[src/rtl/idct_transpose_buf_if.sv]
// Handshake bundle for idct_transpose_buf.
//
// Row side  : in_valid / in_ready / in_row  (row vector, index = column 0..7)
// Column side: out_valid / out_ready / out_col / out_idx / out_last
//              (column vector, index = row 0..7)
//
// Handshake rule, both sides: a transfer happens on a rising clock edge where
// valid and ready are both 1. A producer holding valid=1 keeps its payload
// stable until that transfer. Ready never depends combinationally on valid
// of the same side.
//
// Modports:
//   slave  - the transpose buffer itself (consumes rows, produces columns)
//   master - the surrounding logic (produces rows, consumes columns)
interface idct_transpose_buf_if #(
    parameter int DATA_W = 16
);
    logic                   in_valid;
    logic                   in_ready;
    logic [7:0][DATA_W-1:0] in_row;
    logic                   out_valid;
    logic                   out_ready;
    logic [7:0][DATA_W-1:0] out_col;
    logic [2:0]             out_idx;
    logic                   out_last;

    modport slave (
        input  in_valid,
        input  in_row,
        output in_ready,
        output out_valid,
        input  out_ready,
        output out_col,
        output out_idx,
        output out_last
    );

    modport master (
        output in_valid,
        output in_row,
        input  in_ready,
        input  out_valid,
        output out_ready,
        input  out_col,
        input  out_idx,
        input  out_last
    );
endinterface

[src/rtl/idct_transpose_buf.sv]
// Ping-pong 8x8 transpose buffer between the row pass and the column pass of
// the 2-D integer IDCT. Rows are written into one bank while the other bank
// is read out column by column, giving one vector per cycle sustained.
//
// Ports:
//   clk  - single clock, all state updates on the rising edge
//   rst  - asynchronous, active-high reset; discards any stored block
//   bus  - idct_transpose_buf_if.slave
//          in_valid/in_ready/in_row    : one 8-sample row per transfer
//          out_valid/out_ready/out_col : one 8-sample column per transfer
//          out_idx                     : column index of out_col in the block
//          out_last                    : out_col is column 7
//
// The read side is purely combinational from the bank registers, so a column
// is visible the cycle after the block's 8th row is written and it holds
// stable for as long as out_ready stays low.
module idct_transpose_buf #(
    parameter int DATA_W = 16
) (
    input  logic                 clk,
    input  logic                 rst,
    idct_transpose_buf_if.slave  bus
);

    logic [DATA_W-1:0] bank [2][8][8];
    logic [1:0]        full;
    logic              wr_bank;
    logic [2:0]        wr_row;
    logic              rd_bank;
    logic [2:0]        rd_col;

    logic              wr_fire;
    logic              rd_fire;

    // Write needs an empty bank, read needs a full one, so the two sides can
    // never address the same bank in the same cycle.
    assign wr_fire = bus.in_valid && !full[wr_bank];
    assign rd_fire = bus.out_ready && full[rd_bank];

    assign bus.in_ready  = !full[wr_bank];
    assign bus.out_valid = full[rd_bank];
    assign bus.out_idx   = rd_col;
    assign bus.out_last  = full[rd_bank] && (rd_col == 3'd7);

    always_comb begin
        bus.out_col = '0;
        for (int r = 0; r < 8; r++) begin
            bus.out_col[r] = bank[rd_bank][r][rd_col];
        end
    end

    // Sample storage.
    always_ff @(posedge clk or posedge rst) begin
        if (rst) begin
            for (int b = 0; b < 2; b++) begin
                for (int r = 0; r < 8; r++) begin
                    for (int c = 0; c < 8; c++) begin
                        bank[b][r][c] <= '0;
                    end
                end
            end
        end else if (wr_fire) begin
            for (int c = 0; c < 8; c++) begin
                bank[wr_bank][wr_row][c] <= bus.in_row[c];
            end
        end
    end

    // Bank pointers and full flags. The 3-bit row/column counters wrap from 7
    // to 0 on their own; the bank toggles at that same wrap.
    always_ff @(posedge clk or posedge rst) begin
        if (rst) begin
            full    <= '0;
            wr_bank <= 1'b0;
            wr_row  <= '0;
            rd_bank <= 1'b0;
            rd_col  <= '0;
        end else begin
            if (wr_fire) begin
                wr_row <= wr_row + 3'd1;
                if (wr_row == 3'd7) begin
                    full[wr_bank] <= 1'b1;
                    wr_bank       <= ~wr_bank;
                end
            end
            if (rd_fire) begin
                rd_col <= rd_col + 3'd1;
                if (rd_col == 3'd7) begin
                    full[rd_bank] <= 1'b0;
                    rd_bank       <= ~rd_bank;
                end
            end
        end
    end

endmodule
[src/flat_wrapper.sv]
// flat-port wrapper written by rule: the top's interface ports become plain ports
module idct_transpose_buf_flat 
#(
    parameter int DATA_W = 16
)
  (clk, rst, bus_in_valid, bus_in_row, bus_in_ready, bus_out_valid, bus_out_ready, bus_out_col, bus_out_idx, bus_out_last);
  idct_transpose_buf_if #(.DATA_W(DATA_W)) bus_i ();
  input  logic clk;
  input  logic rst;
  input wire logic [$bits(bus_i.in_valid)-1:0] bus_in_valid;
  input wire logic [$bits(bus_i.in_row)-1:0] bus_in_row;
  output wire logic [$bits(bus_i.in_ready)-1:0] bus_in_ready;
  output wire logic [$bits(bus_i.out_valid)-1:0] bus_out_valid;
  input wire logic [$bits(bus_i.out_ready)-1:0] bus_out_ready;
  output wire logic [$bits(bus_i.out_col)-1:0] bus_out_col;
  output wire logic [$bits(bus_i.out_idx)-1:0] bus_out_idx;
  output wire logic [$bits(bus_i.out_last)-1:0] bus_out_last;
  assign bus_i.in_valid = bus_in_valid;
  assign bus_i.in_row = bus_in_row;
  assign bus_in_ready = bus_i.in_ready;
  assign bus_out_valid = bus_i.out_valid;
  assign bus_i.out_ready = bus_out_ready;
  assign bus_out_col = bus_i.out_col;
  assign bus_out_idx = bus_i.out_idx;
  assign bus_out_last = bus_i.out_last;
  idct_transpose_buf #(.DATA_W(DATA_W)) u_core (.clk(clk), .rst(rst), .bus(bus_i));
endmodule
[config.mk]
export PLATFORM = sky130hd
export DESIGN_NAME = idct_transpose_buf_flat
export DESIGN_NICKNAME = d
export VERILOG_FILES = /design/src/rtl/idct_transpose_buf_if.sv /design/src/rtl/idct_transpose_buf.sv /design/src/flat_wrapper.sv
export SDC_FILE = /design/constraint.sdc
export NUM_CORES = 2
export LEC_CHECK = 0
export CORE_UTILIZATION = 30
export CTS_CLUSTER_SIZE = 8
export DETAILED_ROUTE_END_ITERATION = 7
export PLACE_DENSITY = 0.57
export SLEW_MARGIN = 20
export SYNTH_ARGS = -nofsm -noshare
export SYNTH_HDL_FRONTEND = slang
export SYNTH_SLANG_ARGS = --single-unit
[constraint.sdc]
create_clock -name clk -period 84.5 [get_ports clk]
set_clock_uncertainty 0.15 [all_clocks]
set_input_delay 8.45 -clock clk [delete_from_list [all_inputs] [get_ports clk]]
set_output_delay 8.45 -clock clk [all_outputs]
set_load 0.01 [all_outputs]
* After elaboration in Yosys (flattened, before gate mapping)
Cells that the tools add are included.
Word-level totals: bits in registers 2058, latch bits 0, memory bits (writable) 0, bits in read-only memories 0, input port bits 132, output and inout port bits 134, logic and storage cells 245, memories kept 0
Cells by class: $add $sub $neg 2, multipliers 0, div/mod/pow operators 0, magnitude comparators 10, equality and inequality tests 2, shift operators 0, multiplexer cells 79, bitwise gates (word level) 9, reduce and logical (&&, ||, !) cells 10
Operators by type and width (number):
- 2048-bit bitwise mux | 8
- 1024-bit 2-to-1 mux | 11
- 1024-bit demux with 1-bit select | 8
- 128-bit demux with 3-bit select | 8
- 16-bit binary-select mux with 3-bit select | 8
- 16-bit 2-to-1 mux | 17
- 128-bit 2-to-1 mux | 1
- 112-bit 2-to-1 mux | 1
- 96-bit 2-to-1 mux | 1
- 80-bit 2-to-1 mux | 1
- 64-bit 2-to-1 mux | 1
- 48-bit 2-to-1 mux | 1
- 32-bit 2-to-1 mux | 1
- 4-bit greater-or-equal comparator, second input constant | 2
- 2-bit 2-to-1 mux | 4
- 3-bit inverter with 4-bit output | 2
- 1-bit logical AND | 7
- 3-bit by 1-bit adder with 3-bit output, second input constant | 2
- 3-bit == test, second input constant | 2
- 1-bit 2-to-1 mux | 6
- 2-bit greater-or-equal comparator, second input constant | 2
- 1-bit by 2-bit < comparator with 1-bit output, second input constant | 2
- 4-bit by 1-bit < comparator with 1-bit output, second input constant | 1
- 1-bit inverter with 2-bit output | 2
- 9 further kinds | 13

* Logic depth before layout (Yosys ltp)
word-level depth 15, mapped depth 9, depth with buffers taken out 5

* Least setup slack after synthesis
No wires, ideal clock.
kind register to output, from reg u_core.rd_col[1], in the netlist u_core.bus.out_idx[1], to out bus_out_col[127], arrival time 1.843 ns, setup slack 74.057 ns, stages on the path, launching flop included 8, path through dfrtp_1 > buf_2 > buf_4 > buf_2 > buf_2 > mux4_2 > a211oi_1 > a21oi_1
Between the ends: cells in the longest elaborated chain, start to end 4
RTL lines:
- start: declaration | RTL line idct_transpose_buf.sv:30 | logic [2:0] rd_col;
- start signal: assignment | RTL line idct_transpose_buf.sv:87 | rd_col <= rd_col + 3'd1;
- 3-bit inverter with 4-bit output (not written as such) | RTL line idct_transpose_buf.sv:48 | bus.out_col[r] = bank[rd_bank][r][rd_col];
- 16-bit binary-select mux with 3-bit select | RTL line idct_transpose_buf.sv:48
- 16-bit 2-to-1 mux (not written as such) (2 in series) | RTL line idct_transpose_buf.sv:48
- end: declaration | RTL line flat_wrapper.sv:15 | output wire logic [$bits(bus_i.out_col)-1:0] bus_out_col;
No other way between the ends. The select of a mux whose other input is x is not followed.

* Final worst setup path
from reg u_core.rd_bank, to out bus_out_col[43]
Between the ends: cells in the longest elaborated chain, start to end 7
RTL lines:
- start: declaration | RTL line idct_transpose_buf.sv:29 | logic rd_bank;
- start signal: assignment | RTL line idct_transpose_buf.sv:90 | rd_bank <= ~rd_bank;
- 1-bit inverter with 2-bit output (not written as such) | RTL line idct_transpose_buf.sv:48
- 1024-bit 2-to-1 mux (not written as such) | RTL line idct_transpose_buf.sv:48
- 1024-bit 2-to-1 mux (2 in series)
- 16-bit binary-select mux with 3-bit select | RTL line idct_transpose_buf.sv:48
- 16-bit 2-to-1 mux (not written as such) (2 in series) | RTL line idct_transpose_buf.sv:48
No other way between the ends. The select of a mux whose other input is x is not followed.

==> impl_metrics.tcl <==
set metrics [dict create \
    nFillCells 29200 \
    grt_pass1_vias 56600 \
    initial_core_util 0.302 \
    ant_nets 0 \
    leakage_nw 46.9 \
    via_per_inst 5.30 \
    numCtsBuffers 308 \
    area_growth_pct 15.5 \
    die_x_um 557 \
    tns_ps 0 \
    yosys.area_share.simple 0.00871 \
    clkSlewWorstSetupHoldPaths_ps 50 \
    netlist.area_leader.share 0.557 \
    cts.path.max_buffers 4 \
    reg2regPathDepth 7 \
    finalSetupViolations 0 \
    synth-seq-cells 2058 \
    synthFlopType "dfrtp_1" \
    hold_buffers 0 \
    hp-class "reg -> reg" \
    track_usage 0.193 \
    row_count 203 \
    post-route-drc-count 0 \
    cap_violations 0 \
    seqPwrFrac 0.363 \
    hold_depth 1 \
    fp.coreArea_mm2 0.306 \
    finalWirelength_mm 299 \
    yosys_warnings 0 \
    cts_setup_buffers 0 \
    cts_tree "yes" \
    synth_commonest_cells "dfrtp_1 (2058), mux2_2 (1863), mux4_2 (442), buf_2 (233), clkbuf_1 (203)" \
    critPathMaxStageDelay_ps 1030 \
    grt_overflow 0 \
    hold_start "u_core.bank[1114]" \
    tightest_slew_ps 1250 \
    dp_hpwl_mm 192 \
    slew_headroom 0.165 \
    path_cells "buf_12, buf_4, buf_4, mux4_2, a21oi_1, a21oi_1, clkdlybuf4s50_1" \
    post-route-period-util 0.177 \
    max_freq_mhz 66.7 \
    dr_total_vias 53300 \
    synth_top_cell_by_area "dfrtp_1" \
    async_reset_ff_frac 1.00 \
    fin_nets 6074 \
    p_sw_mw 1.54 \
    antenna_found_initial 53 \
    finalMaxSlewViolations 0 \
    synth_area_per_cell_um2 16.0 \
    arrival_ps 6390 \
    vdd_drop_max_uv 25.8 \
    io_buffers 265 \
    drt-initial-drc-count 3912 \
    drt_pass1_iterations 5 \
    post_drt_wl_per_cell_um 29.7 \
    r2r-start "u_core.wr_bank" \
    outcome "complete, no violations" \
    grt_pass1_wl_mm 432 \
    swShare 0.344 \
    pwr-share-clk 0.237 \
    crit_fanout 87 \
    root_buffer "clkbuf_16" \
    synth_most_common_cell "dfrtp_1" \
    critPathKind "reg -> out" \
    synth_area_leaders "dfrtp_1 (56%), mux2_2 (23%), mux4_2 (11%), mux2_4 (1.6%), a22oi_1 (1.6%)" \
    clock_sinks 2058 \
    die-area_mm2 0.311 \
    synth_fp_nets 5912 \
    cts-resized-gates 0 \
    synthesis.area_mm2 0.0925 \
    finalHoldViolations 0 \
    powerDensity_mw_per_mm2 41.9 \
    synth-compound-area-share 0.0265 \
    crit_path_start_kind "flip-flop" \
    synth_fa_ha_area_frac 0.000541 \
    utilization 0.349 \
    min_to "u_core.bank[1114]" \
    synth_edf_count 0 \
    end_kind "output port" \
    h-tree-depth 5 \
    synth_top_family_by_area "multiplexers" \
    yosys.cell_types.count 36 \
    p_int_mw 2.94 \
    drive_gt1_frac 0.488 \
    muxShareOfSynthArea 0.378 \
    ios 266 \
    p_comb_frac 0.400 \
    netlist_instances 5776 \
    rr_endpoint "u_core.bank[1083]" \
    grt_max_degree 186 \
    place_congestion 0.776 \
    die_y_um 557 \
    cp_slowest_cell "a21oi_1" \
    crit_required_ps 75900 \
    yosysSeqAreaShare 0.557 \
    rsz0062_at_grt "no" \
    synth_xor_area_frac 0.000189 \
    clk_latency_ps 910 \
    fin_crit_ps 14990 \
    worst-r2r-setup-slack_ps 80190 \
]
[metrics by stage]
stage | setup slack, ps | cell area [um^2] | power, mW | hold slack, ps | std cells
after floorplan | 17770 | 92500 | 2.70 | 302 | 5776
after global placement | 69810 | 98800 | 3.39 | 312 | 9723
after detailed placement | 69620 | 98800 | 3.45 | 319 | 9724
after CTS | 69460 | 107000 | 4.53 | 329 | 10100
after global routing | 69490 | 107000 | 4.69 | 341 | 10100
final | 69510 | 107000 | 4.48 | 325 | 10100
[power groups by stage]
stage	clock, mW	combinational [mW]	sequential [mW]
after floorplan	0	1.13	1.58
after global placement	0	1.79	1.60
after detailed placement	0	1.82	1.63
after CTS	1.09	1.83	1.62
after global routing	1.13	1.89	1.67
final	1.06	1.79	1.62
[logic make-up after synthesis]
group,after synthesis
adder cells (fa/ha/maj),4
flip-flops,2058
AO/OA/AOI/OAI,350
multiplexers,2642
buffers and inverters,544
AND/OR/NAND/NOR,176
XOR/XNOR,2
[cell type report]
cell class                 count  area [um^2]  share of cell area
antenna                       14         35.0            0.000328
clock buffer                 321         7870              0.0737
clock inverter                 9         78.8            0.000738
inverter                       2         16.3            0.000152
multi-input combinational   3174        38400               0.360
sequential                  2058        51500               0.482
tap                         4100         5130              0.0480
timing repair buffer         394         3760              0.0352
[state kept, by name, summed over array words and instances, names as in the netlist]
signal              count
u_core.bank          2048
u_core.bus.out_idx      3
u_core.wr_row           3
u_core.full             2
u_core.rd_bank          1
u_core.wr_bank          1
[how the worst max path moves through the flow]
stage	from	slack [ps]	end
finish	u_core.rd_bank	69510	bus_out_col[43]
global route	u_core.rd_bank	69490	bus_out_col[43]
CTS	u_core.rd_bank	69460	bus_out_col[43]
detailed placement	rst	69620	u_core.bank[1392]
global placement	rst	69810	u_core.bank[1360]
floorplan	rst	17770	u_core.bank[0]
[critical path, delay by kind of cell (launching register included)]
kind / cells / cell delay [ps]
buffers and inverters: 4 / 2740
AOI/OAI and AO/OA: 2 / 1250
DFF: 1 / 860
muxes: 1 / 380
[per-layer routing]
layer / GRT usage / wire length, um / up-vias
met5: 0 / 106 / -
met3: 0.0355 / 15200 / 419
met2: 0.314 / 144000 / 1397
met4: 0.0690 / 10500 / 18
li1: - / - / 21800
met1: 0.256 / 129000 / 29800
[cell usage in the layout, fill, tap and decap left out, types with 3 or more instances in the layout]
cell type        instances
dfrtp_1               2054
mux2_2                1863
mux4_2                 442
clkbuf_16              312
clkdlybuf4s50_1        259
a22oi_1                199
mux2i_1                147
buf_4                  116
nand2_1                111
mux2_4                 100
mux2_1                  90
a21oi_1                 51
o211ai_1                34
o22ai_1                 27
a211oi_1                25
nor2b_1                 23
diode_2                 14
nand2_4                 10
buf_12                  10
nor2b_4                  7
nor2_4                   6
inv_6                    6
clkbuf_1                 6
buf_2                    6
o21ai_0                  5
nand3_1                  4
ha_1                     4
dfrtp_4                  4
clkinv_2                 3
a221oi_1                 3
clkbuf_8                 3
Power figures use the tool's default switching activity.
